## src/rtl/seq_pkg.sv

```systemverilog
// Shared definitions for the bus sequencer: state encoding, register-file
// index map, opcode values and a one-hot strobe helper.
package seq_pkg;

    // Width of the internal strobe vector; one bit per addressable register.
    localparam int unsigned NUM_IDX = 25;

    // Register-file / bus-source index map.
    localparam logic [4:0] PC_IDX   = 5'd16;
    localparam logic [4:0] IR_IDX   = 5'd17;
    localparam logic [4:0] RY_IDX   = 5'd18;
    localparam logic [4:0] RZLO_IDX = 5'd19;
    localparam logic [4:0] RZHI_IDX = 5'd20;
    localparam logic [4:0] MAR_IDX  = 5'd21;
    localparam logic [4:0] HI_IDX   = 5'd22;
    localparam logic [4:0] LO_IDX   = 5'd23;
    localparam logic [4:0] MDR_IDX  = 5'd24;

    // Supported opcodes; every other value is illegal.
    localparam logic [4:0] OP_ADD = 5'd3;
    localparam logic [4:0] OP_SUB = 5'd4;
    localparam logic [4:0] OP_AND = 5'd5;
    localparam logic [4:0] OP_OR  = 5'd6;
    localparam logic [4:0] OP_SHR = 5'd7;
    localparam logic [4:0] OP_SHL = 5'd8;
    localparam logic [4:0] OP_MUL = 5'd14;
    localparam logic [4:0] OP_DIV = 5'd15;

    typedef enum logic [3:0] {
        ST_IDLE = 4'd0,
        ST_T0   = 4'd1,
        ST_T1   = 4'd2,
        ST_T2   = 4'd3,
        ST_T3   = 4'd4,
        ST_T4   = 4'd5,
        ST_T5   = 4'd6,
        ST_T6   = 4'd7,
        ST_HALT = 4'd8
    } state_e;

    typedef enum logic [1:0] {
        CLS_SINGLE  = 2'd0,
        CLS_DOUBLE  = 2'd1,
        CLS_ILLEGAL = 2'd2
    } op_class_e;

    // One-hot load strobe for a register index.
    function automatic logic [NUM_IDX-1:0] idx_bit(input logic [4:0] idx);
        idx_bit = {{(NUM_IDX-1){1'b0}}, 1'b1} << idx;
    endfunction

endpackage

```

## src/rtl/opcode_decode.sv

```systemverilog
// Combinational opcode classifier: single-result ALU ops write one register,
// mul/div write HI/LO, everything else is illegal.
module opcode_decode
    import seq_pkg::*;
(
    input  logic [4:0] opcode_i,
    output op_class_e  op_class_o
);

    // Classify the opcode field.
    always_comb begin
        case (opcode_i)
            OP_ADD, OP_SUB, OP_AND, OP_OR, OP_SHR, OP_SHL: op_class_o = CLS_SINGLE;
            OP_MUL, OP_DIV:                                op_class_o = CLS_DOUBLE;
            default:                                       op_class_o = CLS_ILLEGAL;
        endcase
    end

endmodule

```

## src/rtl/bus_sequencer.sv

```systemverilog
// Instruction fetch/execute sequencer driving bus source select, register load
// strobes and ALU control. Outputs are decoded from the current state and the
// IR fields: IR is reloaded on the T2 edge and memReady must gate the MDR
// strobe in the same cycle, so neither can be pre-registered one cycle early.
module bus_sequencer
    import seq_pkg::*;
#(
    parameter int BITS      = 32,
    parameter int REGISTERS = 25
) (
    input  logic                 clk,
    input  logic                 clr,
    input  logic                 run,
    input  logic [BITS-1:0]      ir,
    input  logic                 memReady,
    output logic [REGISTERS-1:0] loadEnable,
    output logic [4:0]           busSel,
    output logic                 busSelValid,
    output logic                 incPC,
    output logic                 memRead,
    output logic [4:0]           aluOp,
    output logic                 done,
    output logic                 illegal
);

    state_e             state_q, state_d;
    logic               illegal_q, illegal_d;

    logic [4:0]         opcode_s;
    logic [3:0]         ra_s, rb_s, rc_s;
    op_class_e          op_cls_s;

    logic [NUM_IDX-1:0] le_s;
    logic [4:0]         bus_sel_s;
    logic               bus_valid_s;
    logic               inc_pc_s;
    logic               mem_read_s;
    logic [4:0]         alu_op_s;
    logic               done_s;
    logic               unused_ir_s;

    assign opcode_s    = ir[31:27];
    assign ra_s        = ir[26:23];
    assign rb_s        = ir[22:19];
    assign rc_s        = ir[18:15];
    assign unused_ir_s = ^ir[14:0];

    opcode_decode u_decode (
        .opcode_i   (opcode_s),
        .op_class_o (op_cls_s)
    );

    // State register and sticky illegal flag; clr wipes both immediately.
    always_ff @(posedge clk or negedge clr) begin
        if (!clr) begin
            state_q   <= ST_IDLE;
            illegal_q <= 1'b0;
        end else begin
            state_q   <= state_d;
            illegal_q <= illegal_d;
        end
    end

    // Next-state logic; run is only looked at in IDLE so an instruction always completes.
    always_comb begin
        state_d   = state_q;
        illegal_d = illegal_q;
        case (state_q)
            ST_IDLE: begin
                if (run) state_d = ST_T0;
                else     state_d = ST_IDLE;
            end
            ST_T0: state_d = ST_T1;
            ST_T1: begin
                if (memReady) state_d = ST_T2;
                else          state_d = ST_T1;
            end
            ST_T2: state_d = ST_T3;
            ST_T3: begin
                if (op_cls_s == CLS_ILLEGAL) begin
                    state_d   = ST_HALT;
                    illegal_d = 1'b1;
                end else begin
                    state_d   = ST_T4;
                end
            end
            ST_T4: state_d = ST_T5;
            ST_T5: begin
                if (op_cls_s == CLS_DOUBLE) state_d = ST_T6;
                else                        state_d = ST_IDLE;
            end
            ST_T6:   state_d = ST_IDLE;
            ST_HALT: state_d = ST_HALT;
            default: state_d = ST_IDLE;
        endcase
    end

    // Output decode: exactly one bus source per active state, strobes per state table.
    always_comb begin
        le_s        = '0;
        bus_sel_s   = 5'd0;
        bus_valid_s = 1'b0;
        inc_pc_s    = 1'b0;
        mem_read_s  = 1'b0;
        alu_op_s    = 5'd0;
        done_s      = 1'b0;
        case (state_q)
            ST_T0: begin
                bus_valid_s = 1'b1;
                bus_sel_s   = PC_IDX;
                le_s        = idx_bit(MAR_IDX) | idx_bit(RZLO_IDX);
                inc_pc_s    = 1'b1;
            end
            ST_T1: begin
                bus_valid_s = 1'b1;
                bus_sel_s   = RZLO_IDX;
                mem_read_s  = 1'b1;
                if (memReady) le_s = idx_bit(PC_IDX) | idx_bit(MDR_IDX);
                else          le_s = idx_bit(PC_IDX);
            end
            ST_T2: begin
                bus_valid_s = 1'b1;
                bus_sel_s   = MDR_IDX;
                le_s        = idx_bit(IR_IDX);
            end
            ST_T3: begin
                bus_valid_s = 1'b1;
                bus_sel_s   = {1'b0, rb_s};
                if (op_cls_s == CLS_ILLEGAL) le_s = '0;
                else                         le_s = idx_bit(RY_IDX);
            end
            ST_T4: begin
                bus_valid_s = 1'b1;
                bus_sel_s   = {1'b0, rc_s};
                alu_op_s    = opcode_s;
                le_s        = idx_bit(RZLO_IDX) | idx_bit(RZHI_IDX);
            end
            ST_T5: begin
                bus_valid_s = 1'b1;
                bus_sel_s   = RZLO_IDX;
                if (op_cls_s == CLS_DOUBLE) begin
                    le_s   = idx_bit(LO_IDX);
                end else begin
                    le_s   = idx_bit({1'b0, ra_s});
                    done_s = 1'b1;
                end
            end
            ST_T6: begin
                bus_valid_s = 1'b1;
                bus_sel_s   = RZHI_IDX;
                le_s        = idx_bit(HI_IDX);
                done_s      = 1'b1;
            end
            default: begin
                le_s = '0;
            end
        endcase
    end

    assign loadEnable  = REGISTERS'(le_s);
    assign busSel      = bus_sel_s;
    assign busSelValid = bus_valid_s;
    assign incPC       = inc_pc_s;
    assign memRead     = mem_read_s;
    assign aluOp       = alu_op_s;
    assign done        = done_s;
    assign illegal     = illegal_q;

endmodule

```

## config.mk

```make
export PLATFORM = sky130hd
export DESIGN_NAME = bus_sequencer
export DESIGN_NICKNAME = d
export VERILOG_FILES = /design/src/rtl/seq_pkg.sv /design/src/rtl/opcode_decode.sv /design/src/rtl/bus_sequencer.sv
export SDC_FILE = /design/constraint.sdc
export NUM_CORES = 1
export LEC_CHECK = 0
export CAP_MARGIN = 0
export CORE_UTILIZATION = 30
export CTS_CLUSTER_SIZE = 24
export DETAILED_ROUTE_END_ITERATION = 10
export GPL_TIMING_DRIVEN = 0
export HOLD_SLACK_MARGIN = 0.1
export PLACE_DENSITY = 0.82
export REMOVE_ABC_BUFFERS = 1
export SLEW_MARGIN = 20
export SYNTH_ARGS = -nofsm -noshare
export SYNTH_HDL_FRONTEND = slang
export SYNTH_SLANG_ARGS = --single-unit
```

## constraint.sdc

```tcl
create_clock -name clk -period 5.2 [get_ports clk]
set_input_delay 1.04 -clock clk [delete_from_list [all_inputs] [get_ports clk]]
set_output_delay 1.04 -clock clk [all_outputs]
set_load 0.02 [all_outputs]
```

==> flow_metrics.env <==
export IMPL_relSlewSlack=0.604
export IMPL_finalCritPeriodShare=0.859
export IMPL_p_seq_frac=0.227
export IMPL_fin_crit_ns=4.47
export IMPL_p_sw_frac=0.501
export IMPL_cts_made_buffers=3
export IMPL_skew_ns=0.00312
export IMPL_clkTransAtPathRegs_ns=0.05
export IMPL_drive_gt1_frac=0.0373
export IMPL_p_int_mw=0.249
export IMPL_report_final_slew_viol_count=0
export IMPL_endpoint_kind="output port"
export IMPL_routed_wl_um=2330
export IMPL_cts_tree="done"
export IMPL_yosysSeqAreaShare=0.177
export IMPL_final_antenna_net_count=0
export IMPL_dr_pass1_iters=4
export IMPL_num_rows=17
export IMPL_postCtsResizedCells=0
export IMPL_die_width_um=50.5
export IMPL_async_flop_share=1.00
export IMPL_r2r_start="state_q[0]"
export IMPL_crit_type="in2out"
export IMPL_reg2reg_slack_ns=3.53
export IMPL_grt_usage=0.179
export IMPL_grt_setup_unrepaired="false"
export IMPL_cts_root_buffer="clkbuf_4"
export IMPL_hold_class="reg2reg"
export IMPL_cts_num_sinks=5
export IMPL_via_count=997
export IMPL_layout_common_cells="clkdlybuf4s50_1, nor2_1, nor3_1"
export IMPL_finalHoldViolCount=0
export IMPL_vias_per_cell=5.28
export IMPL_final_common_cell="clkdlybuf4s50_1"
export IMPL_die_area_um2=2550
export IMPL_avgSynthCellArea_um2=6.60
export IMPL_nets=198
export IMPL_cts_buffer_depth=2
export IMPL_start_util=0.319
export IMPL_fin_hold_ws_ns=0.487
export IMPL_io_pins=76
export IMPL_hold_end="illegal"
export IMPL_p_sw_mw=0.250
export IMPL_r2r_end="state_q[2]"
export IMPL_grt_pass1_vias=860
export IMPL_area_growth_pct=84.2
export IMPL_setup_tns_ns=0
export IMPL_min_path_cells=1
export IMPL_core_area_um2=2210
export IMPL_yosys_warnings=0
export IMPL_leakagePower_nw=0.497
export IMPL_syn_area_um2=706
export IMPL_post_cts_repair_setup_buffers=0
export IMPL_r2r_cells=3
export IMPL_setup_violations=0
export IMPL_ys_seq_elements=5
export IMPL_status="completed"
export IMPL_die_y_um=50.5
export IMPL_cp_max_fo=6
export IMPL_netlist_instances=107
export IMPL_htree_num_levels=1
export IMPL_drt_initial_drc_count=7
export IMPL_insertion_delay_ns=0.25
export IMPL_pre_cts_slack_ns=0.750
export IMPL_routedWlPerCell_um=12.3
export IMPL_worst_ep_arrival_time_ns=3.43
export IMPL_antenna_found_initial=0
export IMPL_port_buffers=60
export IMPL_drc=0
export IMPL_grt_pass1_wl_um=3610
export IMPL_grt_ovfl_total=0
export IMPL_place_congestion=0.755
export IMPL_finalWorstSetupSlack_ns=0.732
export IMPL_crit_required_ns=4.16
export IMPL_hold_path_startpoint="illegal"
export IMPL_drv_cap=0
export IMPL_place_detailed_hpwl_um=1840
export IMPL_tightest_slew_ns=0.595
export IMPL_max_freq_ghz=0.224
export IMPL_clkPwrFrac=0.094
export IMPL_synth_edf_count=0
export IMPL_cp_start_kind="primary input"
export IMPL_comb_power_share=0.679
export IMPL_ir_worst_vdd_uv=320
export IMPL_synth_ff_type="dfrtp_1"
export IMPL_hold_buffers=0
export IMPL_yosysUniqueCellTypes=30
export IMPL_power_density_nw_per_um2=384
export IMPL_grt_max_degree=22
export IMPL_antenna_cells=0
-- Yosys cell counts, drive strengths merged, types with 2 or more instances --
library cell,number,area share
a21oi,7,0.050
a31oi,3,0.027
and3,6,0.055
buf,7,0.080
clkbuf,3,0.016
dfrtp,5,0.18
mux2i,2,0.028
nand2,5,0.027
nand2b,5,0.044
nand3b,3,0.032
nand4b,2,0.025
nor2,28,0.15
nor2b,3,0.027
nor3,12,0.085
nor4,2,0.018
or4b,2,0.028
-- metal layers --
| metal | part of all wire | track usage |
|---|---|---|
| met2 | 0.51 | 0.338 |
| met4 | 0.012 | 0.0694 |
| met3 | 0.080 | 0.0333 |
| met5 | 0 | 0 |
| met1 | 0.39 | 0.194 |
-- flip-flops by register name, summed over array words and instances, names as in the netlist --
register / flops
illegal: 1
state_q: 4
-- cell type report --
class                           count  area (um^2)
Fill cell                         215          912
Timing Repair Buffer               60          601
Multi-Input combinational cell     92          513
Sequential cell                     5          125
Tap cell                           28         35.0
Clock buffer                        4         26.3
-- per-stage QoR --
stage / util / cell area (um^2) / power, mW / cells
global route: 0.588 / 1300 / 0.531 / 189
detailed placement: 0.576 / 1270 / 0.453 / 185
floorplan: - / 638 / 0.287 / 97
global placement: 0.576 / 1270 / 0.446 / 185
finish: 0.588 / 1300 / 0.499 / 189
CTS: 0.588 / 1300 / 0.501 / 189
-- worst max-delay path: stages --
cell	delay, ns
clkdlybuf4s50_1	0.49
or4b_1	0.57
o211a_1	0.17
or2_2	0.31
nor4_1	0.18
clkdlybuf4s50_1	0.66
-- power groups by stage --
stage,Combinational (mW),Clock (mW),Sequential [mW]
final,0.339,0.0469,0.113
after CTS,0.341,0.0480,0.113
after global placement,0.334,0,0.112
after global routing,0.361,0.0497,0.120
after detailed placement,0.340,0,0.113
after floorplan,0.187,0,0.101
-- worst max-delay path by stage --
stage               startpoint             end  slack, ns  cells past startpoint
floorplan               ir[28]  loadEnable[18]       1.54                      4
global placement        ir[28]  loadEnable[18]       0.82                      6
detailed placement      ir[28]  loadEnable[18]       0.75                      6
CTS                     ir[28]  loadEnable[18]       0.72                      6
global route            ir[28]  loadEnable[18]       0.60                      6
finish                  ir[28]  loadEnable[18]       0.73                      6
-- logic make-up (layout without fill, tap and decap cells) --
| kind of cell | after synthesis | after routing | synth area share |
|---|---|---|---|
| and+or+nand+nor | 73 | 73 | 0.539 |
| AOI/OAI and AO/OA | 16 | 16 | 0.147 |
| buffers and inverters | 10 | 64 | 0.0957 |
| DFF | 5 | 5 | 0.177 |
| muxes | 2 | 2 | 0.0284 |
| xor gates and xnor gates | 1 | 1 | 0.0124 |
Note: power is estimated with default switching activity, not from simulation.
